===== src/rtl/ft_src_arb.sv =====
// FTDI source arbiter: streams fixed-size packets from a CPU FIFO (priority) or a packed I/Q sample FIFO.
// Optional per-source packet counters are enabled by defining FT_SRC_ARB_STATS_EN.
module ft_src_arb #(
    parameter int FT_DATA_WIDTH    = 32,
    parameter int IQ_PAIR_WIDTH    = 24,
    parameter int QSTART_BIT_INDEX = 16,
    parameter int PKT_WORDS        = 256,
    parameter int SIGN_EXT         = 0
) (
    input  logic                     clk_i,
    input  logic                     reset_n,
    input  logic [IQ_PAIR_WIDTH-1:0] fifo_data_i,
    input  logic                     fifo_empty_i,
    input  logic                     fifo_enough_i,
    output logic                     fifo_re_o,
    input  logic [FT_DATA_WIDTH-1:0] cpu_data_i,
    input  logic                     cpu_empty_i,
    output logic                     cpu_re_o,
    input  logic                     re_i,
    output logic [FT_DATA_WIDTH-1:0] data_o,
    output logic                     empty_o,
    output logic                     enough_o,
    output logic [1:0]               src_o,
    output logic                     underrun_o,
    output logic [15:0]              fifo_pkts_o,
    output logic [15:0]              cpu_pkts_o
);

    localparam int HALF  = IQ_PAIR_WIDTH / 2;
    localparam int CNT_W = $clog2(PKT_WORDS);
    localparam logic [CNT_W-1:0] LAST_WORD = CNT_W'(PKT_WORDS - 1);
    localparam logic [FT_DATA_WIDTH-1:0] LOW_MASK =
        {FT_DATA_WIDTH{1'b1}} >> (FT_DATA_WIDTH - QSTART_BIT_INDEX);

    typedef enum logic [1:0] {
        ST_IDLE = 2'd0,
        ST_FIFO = 2'd1,
        ST_CPU  = 2'd2
    } state_e;

    state_e             state_q, state_d, arb_src;
    logic [CNT_W-1:0]   cnt_q, cnt_d;
    logic               underrun_q, underrun_d;
    logic               accept;
    logic               pkt_done;

    logic [HALF-1:0]          i_val, q_val;
    logic [FT_DATA_WIDTH-1:0] i_ext, q_ext, packed_word;

    assign i_val = fifo_data_i[IQ_PAIR_WIDTH-1 -: HALF];
    assign q_val = fifo_data_i[HALF-1:0];

    // Extend each half to full width; Q keeps only the bits below I's start position.
    always_comb begin
        q_ext       = {{(FT_DATA_WIDTH-HALF){(SIGN_EXT != 0) && q_val[HALF-1]}}, q_val};
        i_ext       = {{(FT_DATA_WIDTH-HALF){(SIGN_EXT != 0) && i_val[HALF-1]}}, i_val};
        packed_word = (q_ext & LOW_MASK) | (i_ext << QSTART_BIT_INDEX);
    end

    always_comb begin
        if (!cpu_empty_i) begin
            arb_src = ST_CPU;
        end else if (fifo_enough_i) begin
            arb_src = ST_FIFO;
        end else begin
            arb_src = ST_IDLE;
        end
    end

    assign accept = re_i && (((state_q == ST_FIFO) && !fifo_empty_i) ||
                             ((state_q == ST_CPU)  && !cpu_empty_i));
    assign pkt_done = accept && (cnt_q == LAST_WORD);

    always_comb begin
        state_d    = state_q;
        cnt_d      = cnt_q;
        underrun_d = underrun_q | (re_i & ~accept);
        if (state_q == ST_IDLE) begin
            state_d = arb_src;
        end else if (accept) begin
            if (pkt_done) begin
                cnt_d   = '0;
                state_d = arb_src;
            end else begin
                cnt_d = CNT_W'(cnt_q + 1'b1);
            end
        end
    end

    always_ff @(posedge clk_i or negedge reset_n) begin
        if (!reset_n) begin
            state_q    <= ST_IDLE;
            cnt_q      <= '0;
            underrun_q <= 1'b0;
        end else begin
            state_q    <= state_d;
            cnt_q      <= cnt_d;
            underrun_q <= underrun_d;
        end
    end

    assign fifo_re_o  = accept && (state_q == ST_FIFO);
    assign cpu_re_o   = accept && (state_q == ST_CPU);
    assign src_o      = state_q;
    assign underrun_o = underrun_q;

    always_comb begin
        data_o   = '0;
        empty_o  = 1'b1;
        enough_o = fifo_enough_i | !cpu_empty_i;
        case (state_q)
            ST_FIFO: begin
                data_o   = packed_word;
                empty_o  = fifo_empty_i;
                enough_o = fifo_enough_i;
            end
            ST_CPU: begin
                data_o   = cpu_data_i;
                empty_o  = cpu_empty_i;
                enough_o = !cpu_empty_i;
            end
            default: ;
        endcase
    end

`ifdef FT_SRC_ARB_STATS_EN
    logic [15:0] fifo_pkts_q, fifo_pkts_d, cpu_pkts_q, cpu_pkts_d;

    always_comb begin
        fifo_pkts_d = fifo_pkts_q;
        cpu_pkts_d  = cpu_pkts_q;
        if (pkt_done && (state_q == ST_FIFO)) begin
            fifo_pkts_d = fifo_pkts_q + 16'd1;
        end
        if (pkt_done && (state_q == ST_CPU)) begin
            cpu_pkts_d = cpu_pkts_q + 16'd1;
        end
    end

    always_ff @(posedge clk_i or negedge reset_n) begin
        if (!reset_n) begin
            fifo_pkts_q <= '0;
            cpu_pkts_q  <= '0;
        end else begin
            fifo_pkts_q <= fifo_pkts_d;
            cpu_pkts_q  <= cpu_pkts_d;
        end
    end

    assign fifo_pkts_o = fifo_pkts_q;
    assign cpu_pkts_o  = cpu_pkts_q;
`else
    assign fifo_pkts_o = '0;
    assign cpu_pkts_o  = '0;
`endif

endmodule


===== config.mk =====
export PLATFORM = sky130hd
export DESIGN_NAME = ft_src_arb
export DESIGN_NICKNAME = d
export VERILOG_FILES = /design/src/rtl/ft_src_arb.sv
export SDC_FILE = /design/constraint.sdc
export NUM_CORES = 1
export LEC_CHECK = 0
export BUFFER_PORTS_ARGS = -buffer_cell sky130_fd_sc_hd__buf_2
export CELL_PAD_IN_SITES_DETAIL_PLACEMENT = 0
export CELL_PAD_IN_SITES_GLOBAL_PLACEMENT = 1
export CORE_MARGIN = 2
export CORE_UTILIZATION = 24
export CTS_CLUSTER_DIAMETER = 40
export DETAILED_ROUTE_END_ITERATION = 10
export HOLD_SLACK_MARGIN = 0.1
export PLACE_DENSITY_LB_ADDON = 0.1
export RECOVER_POWER = 100
export REMOVE_ABC_BUFFERS = 1
export SETUP_SLACK_MARGIN = 0.15
export SYNTH_ARGS = -nofsm -noshare
export SYNTH_HDL_FRONTEND = slang
export SYNTH_SLANG_ARGS = --single-unit

===== constraint.sdc =====
create_clock -name clk_i -period 4.3 [get_ports clk_i]
set_clock_uncertainty 0.15 [all_clocks]
set_input_delay 0.645 -clock clk_i [delete_from_list [all_inputs] [get_ports clk_i]]
set_output_delay 0.645 -clock clk_i [all_outputs]
set_load 0.02 [all_outputs]

==> summary.md <==
| Metric | Value |
|---|---|
| Setup violations, final | 0 |
| Final net count | 324 |
| CP startpoint kind | flop |
| Syn Inst Count | 162 |
| Critical-path top delay cell | clkbuf_1 |
| Crit end category | output port |
| Setup CP Type | flop to output port |
| Initial DRT Pass Iterations | 4 |
| Synth area leader | dfrtp_1 |
| Final Cell Area | 1720 µm² |
| Largest net degree at the start of global routing | 36 |
| M1 GR Usage | 16.2% |
| Die height | 77.5 µm |
| Max-slew headroom | 2.64% |
| YS warnings | 0 |
| Filler cells | 587 |
| Final Max Slew Viols | 0 |
| Worst r2r src | src_o[0]$_DFFE_PN0P_ |
| DP Worst Slack | 1.55 ns |
| Cells on worst reg2reg path | 7 |
| Crit path DAT | 2.69 ns |
| Crit-path max cell delay | 1.06 ns |
| Grt peak-use layer | met2 |
| Cells along the critical path | inv_1 -> ha_1 -> clkbuf_1 -> nand2b_2 -> nand2_1 -> and3_1 -> buf_2 |
| Worst path required time | 3.50 ns |
| CTS tree | built |
| Seq/Total Area, Yosys | 21.3% |
| # H-tree levels | 1 |
| Setup TNS | 0 ns |
| Power density over cell area | 153 nW/µm² |
| Clock root buffer | clkbuf_8 |
| Width of the chip | 77.5 µm |
| Netlist cell types | 30 |
| Slew @ Worst Pin | 1.46 ns |
| Top cell type's share of synthesized area | 21.3% |
| Minimum clock period | 3.49 ns |
| Worst-skew pair later-pin latency | 0.24 ns |
| Final Non-Filler Cells | 327 |
| Fmax | 0.287 GHz |
| Number of setup buffers added after CTS | 0 |
| Tot GR Track Use | 12.2% |
| Initial Util | 25.0% |
| Peak supply drop | 0.000164 V |
| DP Cell Count | 323 |
| Critical R2R Capture | cnt_q[4]$_DFFE_PN0P_ |
| CTS buffer count | 3 |
| ANT nets after route | 0 |
| Leakage | 0.794 nW |
| Final Hold Fails | 0 |
| Buffers on Ports | 100 |
| Resize count post-CTS | 0 |
| Wire length per cell | 12.5 µm |
| Layout cells sized above 1 | 28.0% |
| GP Congestion | 0.784 |
| Period utilization | 81.1% |
| GRT overflow | 0 |
| Leading post-synthesis cells by cell area | dfrtp_1 21%, buf_4 19%, a22oi_1 14% |
| Worst path buffer plus inverter count | 3 |
| Area Growth Syn to Fin | 32.9% |
| Area after DPL | 1730 µm² |
| Post-DR vias/cell | 4.25 |
| Core box area | 5170 µm² |
| Hold slack | 0.226 ns |
| Netlist Area Pre-Place | 1290 µm² |
| First-pass GRT wire length | 6060 µm |
| Die Area | 6000 µm² |
| Initial DRC count | 42 |
| Tightest Hold Check Type | input pin to async pin |
| Flops & latches, synth | 11 |
| Status | finished, final reports clean |
| Max capacitance violation total | 0 |
| Diodes inserted | 0 |
| Initial antenna violation count | 0 |
| Mean Syn Cell Area | 7.99 µm² |
| Rows | 26 |
| Vias | 1,391 |
| Vias in the first global route | 1,219 |
| Post-DP HPWL | 3230 µm |
| Remaining DRCs | 0 |
| Clock buffer depth | 2 |
| Clock tree sinks | 11 |
| Setup ws final | 0.812 ns |
| I/O Pins | 133 |
| Hold-fix buffers, CTS | 0 |
| Final wirelength | 4100 µm |
| CP max FO | 35 |
| FF-to-FF setup slack | 1.19 ns |
| Cell family with most CP delay | buffers and inverters |
| RSZ-0062 raised after global routing | no |
| Clock transition at path regs | 0.05 ns |
| GRT met3 Usage | 1.86% |
| Grt met2 use | 19.8% |
worst register-to-register path: stages (launching register included):
cell	delay, ns
dfrtp_1	0.40
inv_1	0.11
ha_1	0.15
clkbuf_1	1.06
nand2b_2	0.21
a211oi_2	0.59
nand4_1	0.19
xnor2_1	0.15
power by group:
part / internal [W] / switching, W / leakage (nW)
clock: 0.0000649 / 0.0000372 / 0.0228
combinational: 0.0000205 / 0.0000371 / 0.633
sequential: 0.000104 / 0.00000000000000000000891 / 0.138
Yosys cell counts:
cell type	instances
a211o_1	1
a211oi_2	1
a21oi_1	2
a22oi_1	25
a31oi_1	3
a41oi_1	1
and2_1	8
and3_1	3
and4_1	2
buf_2	1
buf_4	33
clkbuf_1	7
conb_1	1
dfrtp_1	11
ha_1	4
inv_1	3
mux2i_1	2
nand2_1	13
nand2b_2	1
nand2b_4	1
nand3_1	3
nand4_1	2
nor2b_1	25
o211ai_1	1
o21ai_1	1
o21bai_1	1
o31ai_1	1
or2_2	1
or4_1	1
xnor2_1	3
final cells by class:
class / instances / area (µm²) / share of cell area, %
Clock buffer: 4 / 45.0 / 2.62
Inverter: 3 / 11.3 / 0.655
Multi-Input combinational cell: 138 / 841 / 48.9
Sequential cell: 11 / 275 / 16.0
Tap cell: 70 / 87.6 / 5.09
Timing Repair Buffer: 101 / 460 / 26.8
metal layers:
| layer | part of all wire [%] | routed length [µm] | vias up |
|---|---|---|---|
| li1 | - | - | 693 |
| met1 | 44 | 1820 | 625 |
| met2 | 46 | 1870 | 64 |
| met3 | 7.6 | 313 | 9 |
| met4 | 2.4 | 99 | 0 |
| met5 | 0 | 0 | - |
sequential cells by signal, indices dropped and copies added, names as in the netlist:
| register | flops |
|---|---|
| src_o | 2 |
| underrun_o | 1 |
| cnt_q | 8 |
cell families after synthesis:
logic type,synth area share (%)
and+or+nand+nor,27.4
buffers and inverters,22.4
AOI/OAI and AO/OA,21.2
DFF,21.3
adders and majority gates,3.86
xor gates and xnor gates,2.03
muxes,1.55
other,0.290
worst max path at each step:
| stage | start | to | cells past startpoint |
|---|---|---|---|
| floorplan | src_o[0]$_DFFE_PN0P_ | cpu_re_o | 5 |
| global placement | src_o[1]$_DFFE_PN0P_ | fifo_re_o | 6 |
| finish | src_o[0]$_DFFE_PN0P_ | fifo_re_o | 7 |
| CTS | src_o[1]$_DFFE_PN0P_ | fifo_re_o | 6 |
| detailed placement | src_o[1]$_DFFE_PN0P_ | fifo_re_o | 6 |
| global route | src_o[0]$_DFFE_PN0P_ | cpu_re_o | 7 |
per-stage QoR:
step           total power (W)  util, %
3_5_place_dp          0.000163     33.4
2_1_floorplan         0.000132        -
4_1_cts               0.000267     34.3
3_3_place_gp          0.000163     33.4
6_report              0.000264     33.3
5_1_grt               0.000279     33.3
cells in the final DEF, fill, tap and decap left out, types with 4 or more instances in the layout:
| master | instances |
|---|---|
| a22oi_1 | 25 |
| dfrtp_1 | 11 |
| ha_1 | 4 |
| and2_1 | 6 |
| clkbuf_1 | 37 |
| nor2b_1 | 25 |
| buf_2 | 65 |
| conb_1 | 32 |
| nand2_1 | 13 |
No activity file was read; power rests on OpenSTA's default activity.
